File: src/rtl/mu0_arb_pkg.sv
// Shared types and default widths for the MU0 memory-port arbiter.
package mu0_arb_pkg;

   localparam int MU0_ADDR_W = 12;
   localparam int MU0_DATA_W = 16;

   typedef enum logic [1:0] {
      IDLE     = 2'd0,
      GNT_CORE = 2'd1,
      GNT_DBG  = 2'd2
   } arb_state_t;

endpackage

File: src/rtl/mu0_mem_arbiter_if.sv
// Bundle of the core, debug and memory ports around the arbiter.
// The slave view belongs to the arbiter; the master view belongs to its surroundings.
interface mu0_mem_arbiter_if
   import mu0_arb_pkg::*;
#(
   parameter int ADDR_W = MU0_ADDR_W,
   parameter int DATA_W = MU0_DATA_W
);

   logic              Core_Rd;
   logic              Core_Wr;
   logic [ADDR_W-1:0] Core_Addr;
   logic [DATA_W-1:0] Core_DOut;
   logic [DATA_W-1:0] Core_DIn;
   logic              Core_Ready;

   logic              Dbg_Rd;
   logic              Dbg_Wr;
   logic [ADDR_W-1:0] Dbg_Addr;
   logic [DATA_W-1:0] Dbg_DOut;
   logic [DATA_W-1:0] Dbg_DIn;
   logic              Dbg_Ready;

   logic              Mem_Rd;
   logic              Mem_Wr;
   logic [ADDR_W-1:0] Mem_Addr;
   logic [DATA_W-1:0] Mem_DOut;
   logic [DATA_W-1:0] Mem_DIn;
   logic              Mem_Ack;

   logic              Grant_Dbg;
   logic              Bus_Err;

   modport slave (
      input  Core_Rd, Core_Wr, Core_Addr, Core_DOut,
      output Core_DIn, Core_Ready,
      input  Dbg_Rd, Dbg_Wr, Dbg_Addr, Dbg_DOut,
      output Dbg_DIn, Dbg_Ready,
      output Mem_Rd, Mem_Wr, Mem_Addr, Mem_DOut,
      input  Mem_DIn, Mem_Ack,
      output Grant_Dbg, Bus_Err
   );

   modport master (
      output Core_Rd, Core_Wr, Core_Addr, Core_DOut,
      input  Core_DIn, Core_Ready,
      output Dbg_Rd, Dbg_Wr, Dbg_Addr, Dbg_DOut,
      input  Dbg_DIn, Dbg_Ready,
      input  Mem_Rd, Mem_Wr, Mem_Addr, Mem_DOut,
      output Mem_DIn, Mem_Ack,
      input  Grant_Dbg, Bus_Err
   );

endinterface

File: src/rtl/mu0_wait_timer.sv
// Counts cycles spent in a grant state; expired flags the abort point.
module mu0_wait_timer #(
   parameter int MAX_WAIT = 15
) (
   input  logic clk,
   input  logic rst,
   input  logic clr,
   input  logic en,
   output logic expired
);

   localparam int CNT_W = $clog2(MAX_WAIT + 1);

   logic [CNT_W-1:0] r_cnt;

   assign expired = (r_cnt == CNT_W'(MAX_WAIT));

   // Saturates at MAX_WAIT so a stale count never wraps back below the limit.
   always_ff @(posedge clk or posedge rst) begin
      if (rst) begin
         r_cnt <= '0;
      end else if (clr) begin
         r_cnt <= '0;
      end else if (en && !expired) begin
         r_cnt <= r_cnt + CNT_W'(1);
      end
   end

endmodule

File: src/rtl/mu0_mem_arbiter.sv
// Per-transaction arbiter sharing the MU0 memory port between the core and a
// debug/loader port, with wait-state acknowledge and bounded-wait abort.
module mu0_mem_arbiter
   import mu0_arb_pkg::*;
#(
   parameter int ADDR_W   = MU0_ADDR_W,
   parameter int DATA_W   = MU0_DATA_W,
   parameter int MAX_WAIT = 15
) (
   input  logic             Clk,
   input  logic             Reset,
   mu0_mem_arbiter_if.slave bus
);

   arb_state_t        r_state;
   arb_state_t        w_state_nxt;
   logic              r_last_dbg;
   logic              r_grant_dbg;
   logic              r_bus_err;
   logic              r_mem_rd;
   logic              r_mem_wr;
   logic [ADDR_W-1:0] r_mem_addr;
   logic [DATA_W-1:0] r_mem_dout;
   logic [DATA_W-1:0] r_core_din;
   logic [DATA_W-1:0] r_dbg_din;

   logic              w_core_pend;
   logic              w_dbg_pend;
   logic              w_pick_dbg;
   logic              w_start;
   logic              w_in_gnt;
   logic              w_done;
   logic              w_abort;
   logic              w_expired;
   logic              w_sel_wr;
   logic              w_sel_rd;
   logic [ADDR_W-1:0] w_sel_addr;
   logic [DATA_W-1:0] w_sel_dout;

   mu0_wait_timer #(
      .MAX_WAIT (MAX_WAIT)
   ) u_timer (
      .clk     (Clk),
      .rst     (Reset),
      .clr     (w_start),
      .en      (w_in_gnt && !w_done),
      .expired (w_expired)
   );

   always_comb begin
      w_core_pend = bus.Core_Rd || bus.Core_Wr;
      w_dbg_pend  = bus.Dbg_Rd  || bus.Dbg_Wr;
      // On a tie the port not served last wins.
      w_pick_dbg  = w_dbg_pend && (!w_core_pend || !r_last_dbg);
      w_start     = (r_state == IDLE) && (w_core_pend || w_dbg_pend);
      w_in_gnt    = (r_state == GNT_CORE) || (r_state == GNT_DBG);
      w_done      = w_in_gnt && (bus.Mem_Ack || w_expired);
      w_abort     = w_in_gnt && !bus.Mem_Ack && w_expired;

      w_sel_wr    = w_pick_dbg ? bus.Dbg_Wr   : bus.Core_Wr;
      w_sel_rd    = (w_pick_dbg ? bus.Dbg_Rd  : bus.Core_Rd) && !w_sel_wr;
      w_sel_addr  = w_pick_dbg ? bus.Dbg_Addr : bus.Core_Addr;
      w_sel_dout  = w_pick_dbg ? bus.Dbg_DOut : bus.Core_DOut;

      w_state_nxt = r_state;
      case (r_state)
         IDLE:     if (w_start) w_state_nxt = w_pick_dbg ? GNT_DBG : GNT_CORE;
         GNT_CORE,
         GNT_DBG:  if (w_done)  w_state_nxt = IDLE;
         default:               w_state_nxt = IDLE;
      endcase
   end

   always_ff @(posedge Clk or posedge Reset) begin
      if (Reset) begin
         r_state     <= IDLE;
         r_last_dbg  <= 1'b1;
         r_grant_dbg <= 1'b0;
         r_bus_err   <= 1'b0;
         r_mem_rd    <= 1'b0;
         r_mem_wr    <= 1'b0;
         r_mem_addr  <= '0;
         r_mem_dout  <= '0;
         r_core_din  <= '0;
         r_dbg_din   <= '0;
      end else begin
         r_state     <= w_state_nxt;
         r_grant_dbg <= (w_state_nxt == GNT_DBG);
         if (w_start) begin
            r_last_dbg <= w_pick_dbg;
            r_mem_rd   <= w_sel_rd;
            r_mem_wr   <= w_sel_wr;
            r_mem_addr <= w_sel_addr;
            r_mem_dout <= w_sel_dout;
         end else if (w_done) begin
            r_mem_rd   <= 1'b0;
            r_mem_wr   <= 1'b0;
         end
         if (w_abort) r_bus_err <= 1'b1;
         // Read data is captured only on an acknowledged read, never on abort.
         if (bus.Mem_Ack && r_mem_rd && (r_state == GNT_CORE)) r_core_din <= bus.Mem_DIn;
         if (bus.Mem_Ack && r_mem_rd && (r_state == GNT_DBG))  r_dbg_din  <= bus.Mem_DIn;
      end
   end

   assign bus.Core_Ready = w_done && (r_state == GNT_CORE);
   assign bus.Dbg_Ready  = w_done && (r_state == GNT_DBG);
   assign bus.Core_DIn   = r_core_din;
   assign bus.Dbg_DIn    = r_dbg_din;
   assign bus.Mem_Rd     = r_mem_rd;
   assign bus.Mem_Wr     = r_mem_wr;
   assign bus.Mem_Addr   = r_mem_addr;
   assign bus.Mem_DOut   = r_mem_dout;
   assign bus.Grant_Dbg  = r_grant_dbg;
   assign bus.Bus_Err    = r_bus_err;

endmodule

File: src/flat_wrapper.sv
// flat-port wrapper written by rule: the top's interface ports become plain ports
module mu0_mem_arbiter_flat import mu0_arb_pkg::*;
#(
   parameter int ADDR_W   = MU0_ADDR_W,
   parameter int DATA_W   = MU0_DATA_W,
   parameter int MAX_WAIT = 15
)
  (Clk, Reset, bus_Core_Rd, bus_Core_Wr, bus_Core_Addr, bus_Core_DOut, bus_Core_DIn, bus_Core_Ready, bus_Dbg_Rd, bus_Dbg_Wr, bus_Dbg_Addr, bus_Dbg_DOut, bus_Dbg_DIn, bus_Dbg_Ready, bus_Mem_Rd, bus_Mem_Wr, bus_Mem_Addr, bus_Mem_DOut, bus_Mem_DIn, bus_Mem_Ack, bus_Grant_Dbg, bus_Bus_Err);
  mu0_mem_arbiter_if #(.ADDR_W(ADDR_W), .DATA_W(DATA_W)) bus_i ();
  input  logic Clk;
  input  logic Reset;
  input wire logic [$bits(bus_i.Core_Rd)-1:0] bus_Core_Rd;
  input wire logic [$bits(bus_i.Core_Wr)-1:0] bus_Core_Wr;
  input wire logic [$bits(bus_i.Core_Addr)-1:0] bus_Core_Addr;
  input wire logic [$bits(bus_i.Core_DOut)-1:0] bus_Core_DOut;
  output wire logic [$bits(bus_i.Core_DIn)-1:0] bus_Core_DIn;
  output wire logic [$bits(bus_i.Core_Ready)-1:0] bus_Core_Ready;
  input wire logic [$bits(bus_i.Dbg_Rd)-1:0] bus_Dbg_Rd;
  input wire logic [$bits(bus_i.Dbg_Wr)-1:0] bus_Dbg_Wr;
  input wire logic [$bits(bus_i.Dbg_Addr)-1:0] bus_Dbg_Addr;
  input wire logic [$bits(bus_i.Dbg_DOut)-1:0] bus_Dbg_DOut;
  output wire logic [$bits(bus_i.Dbg_DIn)-1:0] bus_Dbg_DIn;
  output wire logic [$bits(bus_i.Dbg_Ready)-1:0] bus_Dbg_Ready;
  output wire logic [$bits(bus_i.Mem_Rd)-1:0] bus_Mem_Rd;
  output wire logic [$bits(bus_i.Mem_Wr)-1:0] bus_Mem_Wr;
  output wire logic [$bits(bus_i.Mem_Addr)-1:0] bus_Mem_Addr;
  output wire logic [$bits(bus_i.Mem_DOut)-1:0] bus_Mem_DOut;
  input wire logic [$bits(bus_i.Mem_DIn)-1:0] bus_Mem_DIn;
  input wire logic [$bits(bus_i.Mem_Ack)-1:0] bus_Mem_Ack;
  output wire logic [$bits(bus_i.Grant_Dbg)-1:0] bus_Grant_Dbg;
  output wire logic [$bits(bus_i.Bus_Err)-1:0] bus_Bus_Err;
  assign bus_i.Core_Rd = bus_Core_Rd;
  assign bus_i.Core_Wr = bus_Core_Wr;
  assign bus_i.Core_Addr = bus_Core_Addr;
  assign bus_i.Core_DOut = bus_Core_DOut;
  assign bus_Core_DIn = bus_i.Core_DIn;
  assign bus_Core_Ready = bus_i.Core_Ready;
  assign bus_i.Dbg_Rd = bus_Dbg_Rd;
  assign bus_i.Dbg_Wr = bus_Dbg_Wr;
  assign bus_i.Dbg_Addr = bus_Dbg_Addr;
  assign bus_i.Dbg_DOut = bus_Dbg_DOut;
  assign bus_Dbg_DIn = bus_i.Dbg_DIn;
  assign bus_Dbg_Ready = bus_i.Dbg_Ready;
  assign bus_Mem_Rd = bus_i.Mem_Rd;
  assign bus_Mem_Wr = bus_i.Mem_Wr;
  assign bus_Mem_Addr = bus_i.Mem_Addr;
  assign bus_Mem_DOut = bus_i.Mem_DOut;
  assign bus_i.Mem_DIn = bus_Mem_DIn;
  assign bus_i.Mem_Ack = bus_Mem_Ack;
  assign bus_Grant_Dbg = bus_i.Grant_Dbg;
  assign bus_Bus_Err = bus_i.Bus_Err;
  mu0_mem_arbiter #(.ADDR_W(ADDR_W), .DATA_W(DATA_W), .MAX_WAIT(MAX_WAIT)) u_core (.Clk(Clk), .Reset(Reset), .bus(bus_i));
endmodule
File: config.mk
export PLATFORM = sky130hd
export DESIGN_NAME = mu0_mem_arbiter_flat
export DESIGN_NICKNAME = d
export VERILOG_FILES = /design/src/rtl/mu0_arb_pkg.sv /design/src/rtl/mu0_mem_arbiter_if.sv /design/src/rtl/mu0_wait_timer.sv /design/src/rtl/mu0_mem_arbiter.sv /design/src/flat_wrapper.sv
export SDC_FILE = /design/constraint.sdc
export NUM_CORES = 1
export LEC_CHECK = 0
export CORE_MARGIN = 2
export CORE_UTILIZATION = 35
export DETAILED_ROUTE_END_ITERATION = 12
export PLACE_DENSITY_LB_ADDON = 0.08
export RECOVER_POWER = 100
export SLEW_MARGIN = 20
export SYNTH_ARGS = -nofsm -noshare
export SYNTH_HDL_FRONTEND = slang
export SYNTH_SLANG_ARGS = --single-unit
File: constraint.sdc
create_clock -name Clk -period 2.3 [get_ports Clk]
set_clock_uncertainty 0.2 [all_clocks]
set_input_delay 0.46 -clock Clk [delete_from_list [all_inputs] [get_ports Clk]]
set_output_delay 0.46 -clock Clk [all_outputs]
set_load 0.05 [all_outputs]
* Word level (Yosys, flattened, before mapping)
Index checks and enable logic that the tools add are counted.
** Cells by class
- Eq/ne operators :: 4
- $add $sub $neg :: 1
- Reduce and logical (&&, ||, !) cells :: 29
- Muxes and demuxes :: 13
** Operators with widths (count)
- 2-to-1 mux 16 bit :: 1
- logical AND 1 bit :: 13
- 2-to-1 mux 12 bit :: 1
- 2-to-1 mux 4 bit :: 2
- logical NOT 1 bit :: 6
- logical OR 1 bit :: 6
- 2-to-1 mux 2 bit :: 3
- 2-to-1 mux 1 bit :: 5
- adder 4 x 1 -> 4 bit, second input constant :: 1
- == test 2 bit, second input constant :: 2
- == test 4 bit, second input constant :: 1
- case mux 2 bit (2 select lines) :: 1
- nonzero test 2 bit :: 2
- == test 2 x 1 -> 1 bit, second input constant :: 1
- logical NOT 2 bit :: 1
- OR reduction 2 bit :: 1
** Word-level totals
- Word-level logic and storage cells :: 58
- Output and inout bits :: 66
- Bits of input ports :: 79
- Register bits after elaboration :: 71

* Logic depth before layout (Yosys ltp)
Gate-level depths: netlist of the first run.
- Depth after elaboration :: 8
- Gate-level depth with buffers :: 7

* By module
A second synthesis of the first run with hierarchy kept.
** Second synthesis, totals
- Cell total of the unflattened synthesis :: 227
- Area, all modules :: 3026.7 µm²
** By module, submodules not included
- mu0_mem_arbiter :: cells each 206, area each 2793.9 µm², seq. area each 1677.9 µm², instances 1
- mu0_wait_timer :: cells each 21, area each 232.7 µm², seq. area each 100.1 µm², instances 1

* Least setup slack after synthesis of the first run
Ideal clock, no wire load.
- Kind :: register -> output
- From :: reg u_core.u_timer.r_cnt[0]
- To :: out bus_Core_Ready
- Arrival :: 1.282 ns
- Path buffers :: 0
- Stages on the path, launching flop included :: 5
- Path slack :: 0.358 ns
- Cells stage by stage :: dfrtp_1 ha_1 and3_1 o21a_1 and2_1
** Between the ends
- Longest elaborated chain between the ends :: 4
** RTL lines
- start, declared :: RTL line mu0_wait_timer.sv:14 : logic [CNT_W-1:0] r_cnt;
- start signal, assigned :: RTL line mu0_wait_timer.sv:25 : r_cnt <= r_cnt + CNT_W'(1);
- == test 4 bit :: RTL line mu0_wait_timer.sv:16 : assign expired = (r_cnt == CNT_W'(MAX_WAIT));
- logical OR 1 bit :: RTL line mu0_mem_arbiter.sv:57 : w_done = w_in_gnt && (bus.Mem_Ack || w_expired);
- logical AND 1 bit :: RTL line mu0_mem_arbiter.sv:57
- logical AND 1 bit :: RTL line mu0_mem_arbiter.sv:106 : assign bus.Core_Ready = w_done && (r_state == GNT_CORE);
- end, declared :: RTL line flat_wrapper.sv:17 : output wire logic [$bits(bus_i.Core_Ready)-1:0] bus_Core_Ready;
Every way passes these cells.

* Final worst setup path of the first run
- From :: reg u_core.u_timer.r_cnt[0]
- To :: out bus_Dbg_Ready
** Between the ends
- Longest elaborated chain between the ends :: 4
** RTL lines
- == test 4 bit :: RTL line mu0_wait_timer.sv:16
- logical OR 1 bit :: RTL line mu0_mem_arbiter.sv:57
- logical AND 1 bit :: RTL line mu0_mem_arbiter.sv:57
- logical AND 1 bit :: RTL line mu0_mem_arbiter.sv:107 : assign bus.Dbg_Ready = w_done && (r_state == GNT_DBG);
- end, declared :: RTL line flat_wrapper.sv:23 : output wire logic [$bits(bus_i.Dbg_Ready)-1:0] bus_Dbg_Ready;
Every way passes these cells.

==> summary.md, run 1 <==
| Metric | Value |
|---|---|
| Outcome | `finished, final reports clean` |
| Clock power share | `roughly 13%` |
| Synthesized area per cell | `approximately 13 um^2` |
| Pint | `between 4000 and 5000 uW` |
| Leak Pwr | `0.00222 uW` |
| Die height | `between 90 and 100 um` |
| Initial antenna violation count | `0` |
| Vias in the first global route | `2449` |
| Fin. max-slew vios | `0` |
| Fin crit period | `2.27 ns` |
| Fin crit share | `98.6%` |
| Hpwl dp | `about 5500 um` |
| Switching share of power | `47.9%` |
| Die width | `96.3 um` |
| Pre-antenna DRT Iters | `7` |
| Rel. slew slack | `between 20% and 30%` |
| Routed via count | `~2500` |
| Finished Cell Area | `about 4900 um^2` |
| Crit-path max FO | `3` |
| Synth cell types | `33` |
| Max Freq | `0.441 GHz` |
| First-pass GRT wire length | `11900 um` |
| Drt via density | `4.93` |
| Post-route ant nets | `0` |
| Top cell type's share of synthesized area | `58.8%` |
| Synth area leaders | `dfrtp_1 59%, mux2_2 12%, a222oi_1 9.4%, inv_1 3.9%, ha_1 2.1%` |
| Met3 Wirelength | `approximately 620 um` |
| Grt total ovfl | `0` |
| Worst endpoint data arrival time | `about 1.6 ns` |
| Synth area leader | `dfrtp_1` |
| Worst slack, placed | `-0.00159 ns` |
| Core Box Area | `~8000 um^2` |
| CP Buf/Inv Count | `1` |
| RePlAce Congestion | `~0.7` |
| Worst-margin pin slew | `roughly 1.1 ns` |
| PD cells | `roughly 1600 nW/um^2` |
| Share of power burned in registers | `between 20% and 30%` |
| Die area | `between 9000 and 10000 um^2` |
| Max VDD drop | `around 0.93 mV` |
| Register bit count reported by yosys | `71` |
| Layout Nets | `between 400 and 500` |
| Commonest cells post-synth | `70 x dfrtp_1, 32 x mux2_2, 31 x inv_1` |
| CP top delay family | `flip-flops` |
| Count leader, synth | `dfrtp_1` |
| I/O pin total | `145` |
| Number of placement rows | `33` |
| Layout area overhead | `63.3%` |
| Sw Pwr | `3740 uW` |
| Worst Path Class, Setup | `reg2out` |
| Number of synthesized flops with an enable pin | `0` |
| Main synth FF type | `dfrtp_1` |
| Yosys warnings | `0` |
| Min-delay worst type | `reg2reg` |
| Diode count | `0` |
| Flop2flop setup slack | `around 0.35 ns` |
| Layout Cells excl Fill | `between 400 and 500` |
| 1st-iter DRT viols | `~220` |
| Fillcell total | `718` |
| Cell Area, Synth | `~3000 um^2` |
| Worst setup SP type | `register` |
| Combinational share of power | `~60%` |
| Hold Fails Final Rpt | `0` |
| Highest routed layer | `met4` |
| WL per Instance | `between 15 and 20 um` |
| Area taken by multi-input logic gates | `about 1000 um^2` |
| Total Routed Length | `~7600 um` |
| CTS Buf Count | `9` |
| Root Buffer | `clkbuf_8` |
| Worst hold slack | `~0.28 ns` |
| Max Root-Sink Buffers | `2` |
| CP cell instances | `ha_2 > and3_4 > o21a_1 > and2_4 > buf_12` |
| Endpoints failing setup | `0` |
| H-Tree Level Count | `3` |
| Num Clock Sinks | `71` |
| DRC viols | `0` |
| Largest net degree at the start of global routing | `44` |
| Sequential share of the synthesized area | `59.7%` |
| Critical Path RT | `between 1.5 and 2 ns` |
| CP max stage cell | `dfrtp_1` |
| Syn_nets | `310` |
| Starting Density | `36.3%` |
| Skew-Pair Late Insertion Delay | `0.34 ns` |
| Max cap viols | `0` |
| Util after Layout | `between 50% and 60%` |
| Cell Count Post-Placement | `479` |
| Met1 Wirelength | `a little over 3000 um` |
| Share of cells above drive strength 1 | `19.8%` |
| Worst setup EP type | `output pin` |
| RSZ-0062 raised after global routing | `true` |
| Met2 routed WL | `between 3000 and 4000 um` |
| Worst-path clk slew | `around 0.080 ns` |
| Placed cell area | `4700 um^2` |
| Port Buf Inserts | `roughly 140` |
| GRT Overall Usage | `~17%` |
| Largest stage delay, worst path | `~0.39 ns` |
| Clock tree from TritonCTS | `built` |
| Sequential cell area | `~1800 um^2` |
| PnR worst setup slack | `~0.033 ns` |
| Mapped Cells | `about 230` |
| Synth async-reset ratio | `100%` |
through the flow:
stage	total power, uW	setup TNS, ns
6_report	7810	0
5_1_grt	8230	-0.0768
4_1_cts	8000	-0.0352
3_5_place_dp	6990	-0.00159
3_3_place_gp	6950	0
2_1_floorplan	5260	0
state kept, by name (all words and copies together) (netlist names), 2 cells and up:
signal	count
u_core.bus.Core_DIn	16
u_core.bus.Mem_Addr	12
u_core.bus.Dbg_DIn	16
u_core.bus.Mem_DOut	16
u_core.r_state	2
u_core.u_timer.r_cnt	4
repair_timing:
action                                  in CTS  in global routing
endpoints found under the setup margin       2                  2
hold buffers                                 0                  0
gates cloned                                 0                  0
gates resized for setup                      1                  3
setup buffers                                2                  1
cells in the final DEF, fill, tap and decap left out, types with 3 or more instances in the layout:
cell,synthesis,layout
a21oi_1,5,5
a222oi_1,28,28
buf_12,0,5
buf_4,0,9
clkbuf_1,4,3
clkbuf_2,0,4
clkbuf_8,0,9
clkdlybuf4s50_1,0,114
clkinv_4,0,3
dfrtp_1,70,70
dlygate4sd3_1,0,27
ha_1,5,4
inv_1,31,30
mux2_2,32,32
nand2_1,3,3
nand3_1,3,3
nor2_1,5,6
nor2b_1,3,3
o21ai_0,3,3
cell type report:
type | instances | share of cell area, %
Clock buffer | 9 | 2.54
Inverter | 31 | 2.47
Clock inverter | 7 | 1.52
Tap cell | 105 | 2.70
Multi-Input combinational cell | 112 | 21.0
Timing Repair Buffer | 163 | 33.2
Sequential cell | 71 | 36.5
logic make-up (layout without fill, tap and decap cells):
family | count (synthesis) | in the layout | synth area share [%]
xor gates and xnor gates | 2 | 2 | 0.588
muxes | 32 | 32 | 12.1
DFF | 71 | 71 | 59.7
AOI/OAI and AO/OA | 47 | 47 | 13.9
and+or+nand+nor | 26 | 26 | 5.25
adders and majority gates | 5 | 5 | 2.10
buffers and inverters | 43 | 210 | 6.38
final timing paths:
kind / from / end / depth (start not counted)
max: u_core.u_timer.r_cnt[0] / bus_Dbg_Ready / 5
min: u_core.bus.Bus_Err / u_core.bus.Bus_Err / 1
max reg2reg: u_core.r_state[0] / u_core.bus.Mem_DOut[9] / 6
min reg2reg: u_core.bus.Bus_Err / u_core.bus.Bus_Err / 1
max in group asynchronous: Reset / u_core.bus.Core_DIn[13] / 3
min in group asynchronous: Reset / u_core.bus.Dbg_DIn[7] / 3
per-layer routing:
metal | global-route usage, % | vias to the layer above
met3 | 6.03 | 7
met4 | 4.64 | 0
met1 | 21.6 | 1194
met5 | 0 | -
li1 | - | 1156
met2 | 27.0 | 96
power groups by stage:
stage          Sequential, uW  Clock, uW  Combinational, uW
6_report                 2140        976               4690
5_1_grt                  2210       1070               4950
4_1_cts                  2160       1010               4840
3_5_place_dp             2170          0               4820
3_3_place_gp             2160          0               4790
2_1_floorplan            4060          0               1200
Note: power is estimated with default switching activity, not from simulation.
==> run 2, diff against run 1 <==
clock period = 2.2 ns   (was 2.3 ns; I/O delays follow)
==> run 2 against run 1 <==
Worst hold slack got worse by 0.0025 ns. The run now ends with setup timing left. Register-to-register slack got worse by 0.06 ns. Wire length up 2.6%. Clock-buffer cell count is 1 higher. Largest cell class unchanged. Power grew 3.9%. Combinational power increased by 3%. Sequential power increased by 5%. Via count grew 1.5%. Critical path depth stayed put. Design area fell by 1.1%.
==> summary.md, run 2 (same netlist as run 1, synthesis figures left out) <==
| Metric | Value |
|---|---|
| Fin. max-slew vios | `0 (unchanged)` |
| PD cells | `1680 nW/um^2 (was 1600 nW/um^2)` |
| Worst hold slack | `0.278 ns (was 0.280 ns)` |
| Layout area overhead | `61.6% (was 63.3%)` |
| Clock tree from TritonCTS | `built (unchanged)` |
| Die width | `96.3 um (unchanged)` |
| Drt via density | `4.95 (was 4.93)` |
| Hold Fails Final Rpt | `0 (unchanged)` |
| Worst endpoint data arrival time | `1.56 ns (was 1.61 ns)` |
| Num Clock Sinks | `71 (unchanged)` |
| Share of cells above drive strength 1 | `20.6% (was 19.8%)` |
| Sequential cell area | `1780 um^2 (unchanged)` |
| Post-route ant nets | `0 (unchanged)` |
| CP max stage cell | `dfrtp_1 (unchanged)` |
| Rel. slew slack | `42.9% (was 28.7%)` |
| Hpwl dp | `5650 um (was 5510 um)` |
| Outcome | `complete, but fails checks (was finished, final reports clean)` |
| Worst setup EP type | `output pin (unchanged)` |
| Die area | `9270 um^2 (unchanged)` |
| Failing checks | `setup timing` |
| Endpoints failing setup | `2 (was 0)` |
| Crit. path cell count | `5 (unchanged)` |
| Total Routed Length | `7760 um (was 7560 um)` |
| DRC viols | `0 (unchanged)` |
| Most frequent cells in the layout | `125 x clkdlybuf4s50_1, 70 x dfrtp_1, 32 x mux2_2, 30 x inv_1, 28 x a222oi_1 (was 114 x clkdlybuf4s50_1, 70 x dfrtp_1, 32 x mux2_2, 30 x inv_1, 28 x a222oi_1)` |
| Largest net degree at the start of global routing | `30 (was 44)` |
| Crit-path max FO | `2 (was 3)` |
| Cell Count Post-Placement | `481 (was 479)` |
| Fin crit period | `approximately 2.2 ns` |
| Grt total ovfl | `0 (unchanged)` |
| Worst-path clk slew | `0.08 ns (about the same)` |
| R2R cell count | `6 (unchanged)` |
| PnR worst setup slack | `-0.00483 ns (was 0.0327 ns)` |
| Starting Density | `36.3% (unchanged)` |
| Clock power share | `12.6% (was 12.5%)` |
| Vias in the first global route | `2466 (was 2449)` |
| Sw Pwr | `3890 uW (was 3740 uW)` |
| Fin crit share | `100%` |
| Core Box Area | `8220 um^2 (unchanged)` |
| Fillcell total | `723 (was 718)` |
| Critical Path RT | `1.56 ns (was 1.64 ns)` |
| Area taken by multi-input logic gates | `1020 um^2 (about the same)` |
| CP cell instances | `ha_2 > and3_4 > o21a_1 > and2_4 > buf_12 (unchanged)` |
| Share of power burned in registers | `27.7% (was 27.4%)` |
| Diode count | `0 (unchanged)` |
| Worst Path Class, Setup | `reg2out (unchanged)` |
| Root Buffer | `clkbuf_8 (unchanged)` |
| H-Tree Level Count | `3 (unchanged)` |
| CTS Buf Count | `9 (unchanged)` |
| Max Freq | `about 0.45 GHz` |
| Util after Layout | `58.6% (was 59.2%)` |
| WL per Instance | `15.4 um (was 15.2 um)` |
| CP Buf/Inv Count | `1 (unchanged)` |
| Largest stage delay, worst path | `0.40 ns (was 0.39 ns)` |
| Initial antenna violation count | `0 (unchanged)` |
| RSZ-0062 raised after global routing | `true (unchanged)` |
| I/O pin total | `145 (unchanged)` |
| Port Buf Inserts | `144 (unchanged)` |
| CP top delay family | `flip-flops (unchanged)` |
| Flop2flop setup slack | `0.29 ns (was 0.35 ns)` |
| Max cap viols | `0 (unchanged)` |
| Pre-antenna DRT Iters | `5 (was 7)` |
| Die height | `96.3 um (unchanged)` |
| GRT Overall Usage | `17.1% (was 16.9%)` |
| Skew-Pair Late Insertion Delay | `0.34 ns (about the same)` |
| 1st-iter DRT viols | `187 (was 216)` |
| Max Root-Sink Buffers | `2 (unchanged)` |
| Cts hold-fix bufs | `0 (unchanged)` |
| CP endpoint | `bus_Core_Ready (was bus_Dbg_Ready)` |
| Worst-margin pin slew | `0.851 ns (was 1.07 ns)` |
| Max VDD drop | `0.775 mV (was 0.927 mV)` |
| Worst r2r dst | `u_core.u_timer.r_cnt[3] (was u_core.bus.Mem_DOut[9])` |
| Critical Path Start | `u_core.u_timer.r_cnt[1] (was u_core.u_timer.r_cnt[0])` |
| Leak Pwr | `0.00218 uW (was 0.00222 uW)` |
| Reg2Reg Launch Point | `u_core.r_state[1] (was u_core.r_state[0])` |
| Worst setup SP type | `register (unchanged)` |
| Routed via count | `2491 (was 2453)` |
| Number of placement rows | `33 (unchanged)` |
| Hold depth | `1 (unchanged)` |
| Min-delay worst type | `reg2reg (unchanged)` |
| Layout Cells excl Fill | `503 (was 498)` |
| Pint | `4220 uW (was 4070 uW)` |
| Commonest non-fill, non-tap cell in the layout | `clkdlybuf4s50_1 (unchanged)` |
| Total design power | `8110 uW (was 7810 uW)` |
| RePlAce Congestion | `0.721 (was 0.700)` |
| Combinational share of power | `59.7% (was 60.1%)` |
| Layout Nets | `478 (was 472)` |
| Switching share of power | `48.0% (was 47.9%)` |
| First-pass GRT wire length | `12000 um (was 11900 um)` |
[run 2: cell count changes in the layout (fill, tap and decap cells not counted)]
cell	previous run	this run
nor2_2	0	1
clkbuf_1	3	19
buf_4	9	14
dlygate4sd3_1	27	2
clkbuf_4	1	0
clkinvlp_2	0	1
clkbuf_8	9	10
clkinv_4	3	1
clkinv_2	2	1
clkdlybuf4s50_1	114	125
nor2_1	6	5
[run 2: power by group through the flow]
stage	Clock (uW)	Sequential [uW]	Combinational, uW
finish	1020	2250	4840
global route	1110	2330	5110
CTS	1060	2260	5040
detailed placement	0	2280	5000
global placement	0	2260	4980
floorplan	0	4250	1250
[run 2: per-stage QoR]
stage,setup TNS [ns],setup slack [ns],cell area [um^2]
2_1_floorplan,0,0.278,2980
3_3_place_gp,-0.454,-0.0398,4720
3_5_place_dp,-1.44,-0.0719,4720
4_1_cts,-0.107,-0.0536,4950
5_1_grt,-1.29,-0.0983,4820
6_report,-0.00935,-0.00483,4820
[run 2: metal layers]
metal	wire length (um)	share of wire [%]	vias up	track usage [%]
li1	-	-	1171	-
met1	3230	42	1238	21.4
met2	3910	50	78	27.9
met3	570	7.3	4	6.26
met4	44	0.57	0	4.76
met5	0	0	-	0
[run 2: what timing repair did]
action | CTS | global route
pin swaps | 4 | 2
setup endpoints to repair | 2 | 10
setup buffers | 4 | 3
resized for setup | 4 | 8
[run 2: how the worst min path moves through the flow]
stage / start / endpoint / slack (ns)
after global routing: u_core.bus.Bus_Err / u_core.bus.Bus_Err / 0.31
final: u_core.bus.Bus_Err / u_core.bus.Bus_Err / 0.28
after detailed placement: u_core.bus.Mem_Addr[4] / u_core.bus.Mem_Addr[4] / 0.27
after floorplan: u_core.r_last_dbg / u_core.r_last_dbg / 0.31
after global placement: u_core.bus.Bus_Err / u_core.bus.Bus_Err / 0.26
after CTS: Reset / u_core.u_timer.r_cnt[1] / 0.27
[run 2: layout make-up]
class / instances / area share [%]
flip-flops and latches: 71 / 36.9
repair buffers: 169 / 32.6
multi-input cells: 112 / 21.3
clock buffers: 10 / 2.86
well taps: 105 / 2.73
inverters: 31 / 2.44
clock inverters: 5 / 1.22
[run 2: worst register-to-register path, delay by kind of cell, from the launching register on]
kind / cells / cell delay (ns)
compound gates: 2 / 0.38
simple gates: 1 / 0.26
fa+ha+maj: 1 / 0.30
flops: 1 / 0.37
buf+inv: 2 / 0.30
==> run 3, diff against run 2 <==
ABC_AREA = 1   (was default)
MAX_ROUTING_LAYER = met4   (was default)
==> run 3 against run 2 <==
The flow now finishes without violations. Largest power group unchanged. Non-clock buffer count down 12. Critical endpoint is now bus_Mem_Addr[4]. Area after synthesis up 4.7%. Combinational power down 4%. Critical path type unchanged. Highest routed layer unchanged. Worst hold slack better by 0.0060 ns. Clock power down 14%.
==> summary.md, run 3 <==
| Metric | Value |
|---|---|
| Synth area leader | `dfrtp_1 (unchanged)` |
| Total Routed Length | `8430 um (was 7760 um)` |
| PnR worst setup slack | `0.0464 ns (was -0.00483 ns)` |
| Cell Area, Synth | `3120 um^2 (was 2980 um^2)` |
| Skew-Pair Late Insertion Delay | `0.34 ns (about the same)` |
| Synth cell types | `25 (was 33)` |
| Post-route setup TNS | `0 ns (was -0.00935 ns)` |
| Switching share of power | `51.6% (was 48.0%)` |
| Main synth FF type | `dfrtp_1 (unchanged)` |
| Share of power burned in registers | `28.5% (was 27.7%)` |
| Crit. path cell count | `1 (was 5)` |
| Die width | `98.4 um (was 96.3 um)` |
| Layout Nets | `588 (was 478)` |
| Worst slack, placed | `0.0573 ns (was -0.0719 ns)` |
| Pre-antenna DRT Iters | `5 (unchanged)` |
| Post-route ant nets | `0 (unchanged)` |
| Clock tree from TritonCTS | `built (unchanged)` |
| Commonest non-fill, non-tap cell in the layout | `clkdlybuf4s50_1 (unchanged)` |
| Fin crit period | `2.15 ns (was 2.20 ns)` |
| Drt via density | `4.66 (was 4.95)` |
| Register bit count reported by yosys | `71 (unchanged)` |
| Starting Density | `36.0% (was 36.3%)` |
| Hpwl dp | `5670 um (was 5650 um)` |
| CP Buf/Inv Count | `1 (unchanged)` |
| Syn_nets | `437 (was 310)` |
| Outcome | `finished, final reports clean (was complete, but fails checks)` |
| Hold depth | `2 (was 1)` |
| Initial antenna violation count | `0 (unchanged)` |
| CP max stage cell | `clkdlybuf4s50_1 (was dfrtp_1)` |
| PD cells | `1620 nW/um^2 (was 1680 nW/um^2)` |
| CTS Buf Count | `9 (unchanged)` |
| Number of synthesized flops with an enable pin | `0 (unchanged)` |
| Root Buffer | `clkbuf_8 (unchanged)` |
| Max Root-Sink Buffers | `2 (unchanged)` |
| Fillcell total | `797 (was 723)` |
| Num Clock Sinks | `71 (unchanged)` |
| Util after Layout | `55.2% (was 58.6%)` |
| Diode count | `0 (unchanged)` |
| Port Buf Inserts | `144 (unchanged)` |
| Core Box Area | `8680 um^2 (was 8220 um^2)` |
| Number of placement rows | `34 (was 33)` |
| GRT Overall Usage | `18.3% (was 17.1%)` |
| Max cap viols | `0 (unchanged)` |
| Max VDD drop | `0.687 mV (was 0.775 mV)` |
| Vias in the first global route | `2903 (was 2466)` |
| Fin crit share | `97.9% (was 100%)` |
| First-pass GRT wire length | `13900 um (was 12000 um)` |
| Synth async-reset ratio | `100% (unchanged)` |
| Routed via count | `2877 (was 2491)` |
| Critical Path RT | `1.56 ns (about the same)` |
| WL per Instance | `13.7 um (was 15.4 um)` |
| Fin. max-slew vios | `0 (unchanged)` |
| Grt total ovfl | `0 (unchanged)` |
| Combinational share of power | `60.1% (was 59.7%)` |
| Worst-margin pin slew | `0.980 ns (was 0.851 ns)` |
| Share of cells above drive strength 1 | `7.27% (was 20.6%)` |
| Worst Path Class, Setup | `reg2out (unchanged)` |
| 1st-iter DRT viols | `115 (was 187)` |
| Worst-path clk slew | `0.07 ns (was 0.08 ns)` |
| Max Freq | `0.464 GHz (was 0.454 GHz)` |
| Crit-path max FO | `2 (unchanged)` |
| Yosys warnings | `0 (unchanged)` |
| Die height | `98.4 um (was 96.3 um)` |
| Hold Fails Final Rpt | `0 (unchanged)` |
| Clock power share | `11.3% (was 12.6%)` |
| Endpoints failing setup | `0 (was 2)` |
| Sw Pwr | `4000 uW (was 3890 uW)` |
| Worst setup SP type | `register (unchanged)` |
| Synth area leaders | `dfrtp_1 56%, nand2_1 14%, nand3_1 10%, o21ai_0 5.3%, inv_1 3.5% (was dfrtp_1 59%, mux2_2 12%, a222oi_1 9.4%, inv_1 3.9%, ha_1 2.1%)` |
| Mapped Cells | `353 (was 226)` |
| CP cell instances | `clkdlybuf4s50_1 (was ha_2 > and3_4 > o21a_1 > and2_4 > buf_12)` |
| Largest net degree at the start of global routing | `72 (was 30)` |
| DRC viols | `0 (unchanged)` |
| RePlAce Congestion | `0.830 (was 0.721)` |
| R2R cell count | `7 (was 6)` |
| Worst endpoint data arrival time | `1.51 ns (was 1.56 ns)` |
| Most frequent cells in the layout | `124 x clkdlybuf4s50_1, 114 x nand2_1, 70 x dfrtp_1, 63 x nand3_1, 33 x o21ai_0 (was 125 x clkdlybuf4s50_1, 70 x dfrtp_1, 32 x mux2_2, 30 x inv_1, 28 x a222oi_1)` |
| Synthesized area per cell | `8.84 um^2 (was 13.2 um^2)` |
| RSZ-0062 raised after global routing | `false (was true)` |
| Largest stage delay, worst path | `0.82 ns (was 0.40 ns)` |
| Sequential share of the synthesized area | `57.0% (was 59.7%)` |
| Commonest cells post-synth | `113 x nand2_1, 70 x dfrtp_1, 64 x nand3_1 (was 70 x dfrtp_1, 32 x mux2_2, 31 x inv_1)` |
| H-Tree Level Count | `3 (unchanged)` |
| Cts hold-fix bufs | `0 (unchanged)` |
| CP top delay family | `buffers and inverters (was flip-flops)` |
| Top cell type's share of synthesized area | `56.1% (was 58.8%)` |
| Leak Pwr | `0.00222 uW (was 0.00218 uW)` |
| Layout area overhead | `53.5% (was 61.6%)` |
| I/O pin total | `145 (unchanged)` |
| Worst setup EP type | `output pin (unchanged)` |
| Count leader, synth | `nand2_1 (was dfrtp_1)` |
| Pint | `3750 uW (was 4220 uW)` |
| Die area | `9690 um^2 (was 9270 um^2)` |
| Rel. slew slack | `34.7% (was 42.9%)` |
| Min-delay worst type | `reg2reg (unchanged)` |
[run 3: cell count changes after synthesis, sizes merged, moves of 3 or more]
| cell | change |
|---|---|
| mux2 | -32 |
| o21ai | +31 |
| nand3 | +59 |
| a222oi | -28 |
| nor2b | -3 |
| buf | +3 |
| nand2 | +112 |
[run 3: what timing repair did]
| item | CTS | global route |
|---|---|---|
| resized for setup | 6 | 11 |
| cloned | 0 | 0 |
| pin swaps | 1 | 0 |
| buffers inserted | 4 | 0 |
| endpoints found under the setup margin | 3 | 9 |
[run 3: power groups by stage]
stage	registers (uW)	logic [uW]	clock network, uW
after floorplan	4070	1310	0
after global placement	2220	4740	0
after detailed placement	2230	4780	0
after CTS	2210	4860	908
after global routing	2280	4980	962
final	2210	4660	876
[run 3: path summary, 6_finish.rpt]
path,start,to,slack (ns)
setup / recovery,u_core.bus.Mem_Addr[4],bus_Mem_Addr[4],0.05
max in group asynchronous,Reset,u_core.bus.Mem_DOut[0],0.45
hold reg to reg,u_core.bus.Core_DIn[14],u_core.bus.Core_DIn[14],0.28
min in group asynchronous,Reset,u_core.bus.Dbg_DIn[0],0.72
hold / removal,u_core.bus.Core_DIn[14],u_core.bus.Core_DIn[14],0.28
setup reg to reg,u_core.r_state[0],u_core.bus.Mem_Addr[4],0.17
[run 3: layout make-up]
| type | count | area [um^2] | area share (%) |
|---|---|---|---|
| Tap cell | 108 | 135 | 2.82 |
| Timing Repair Buffer | 157 | 1460 | 30.5 |
| Clock buffer | 12 | 135 | 2.82 |
| Multi-Input combinational cell | 235 | 1140 | 23.8 |
| Inverter | 30 | 116 | 2.43 |
| Sequential cell | 71 | 1780 | 37.1 |
| Clock inverter | 4 | 22.5 | 0.470 |
[run 3: cells by family after synthesis]
| kind of cell | count (synthesis) | share of synthesized area (%) |
|---|---|---|
| adder cells (fa/ha/maj) | 5 | 2.00 |
| AO/OA/AOI/OAI | 41 | 7.30 |
| AND/OR/NAND/NOR | 187 | 26.2 |
| buffers and inverters | 47 | 6.94 |
| flip-flops | 71 | 57.0 |
| XOR/XNOR | 2 | 0.561 |
[run 3: metrics by stage]
stage          power, uW  hold slack, ns  std cells  instance area, um^2
6_report            7740           0.284        617                 4790
5_1_grt             8230           0.308        617                 4790
4_1_cts             7970           0.292        617                 4890
3_5_place_dp        7010           0.272        597                 4690
3_3_place_gp        6960           0.266        597                 4690
2_1_floorplan       5390           0.274        353                 3120
[run 3: routing by layer]
metal	routed length [um]	vias to the layer above	global-route usage [%]
met2	3710	111	27.0
met5	0	-	-
met3	601	13	4.68
li1	-	1436	-
met1	3990	1317	24.5
met4	129	0	6.95
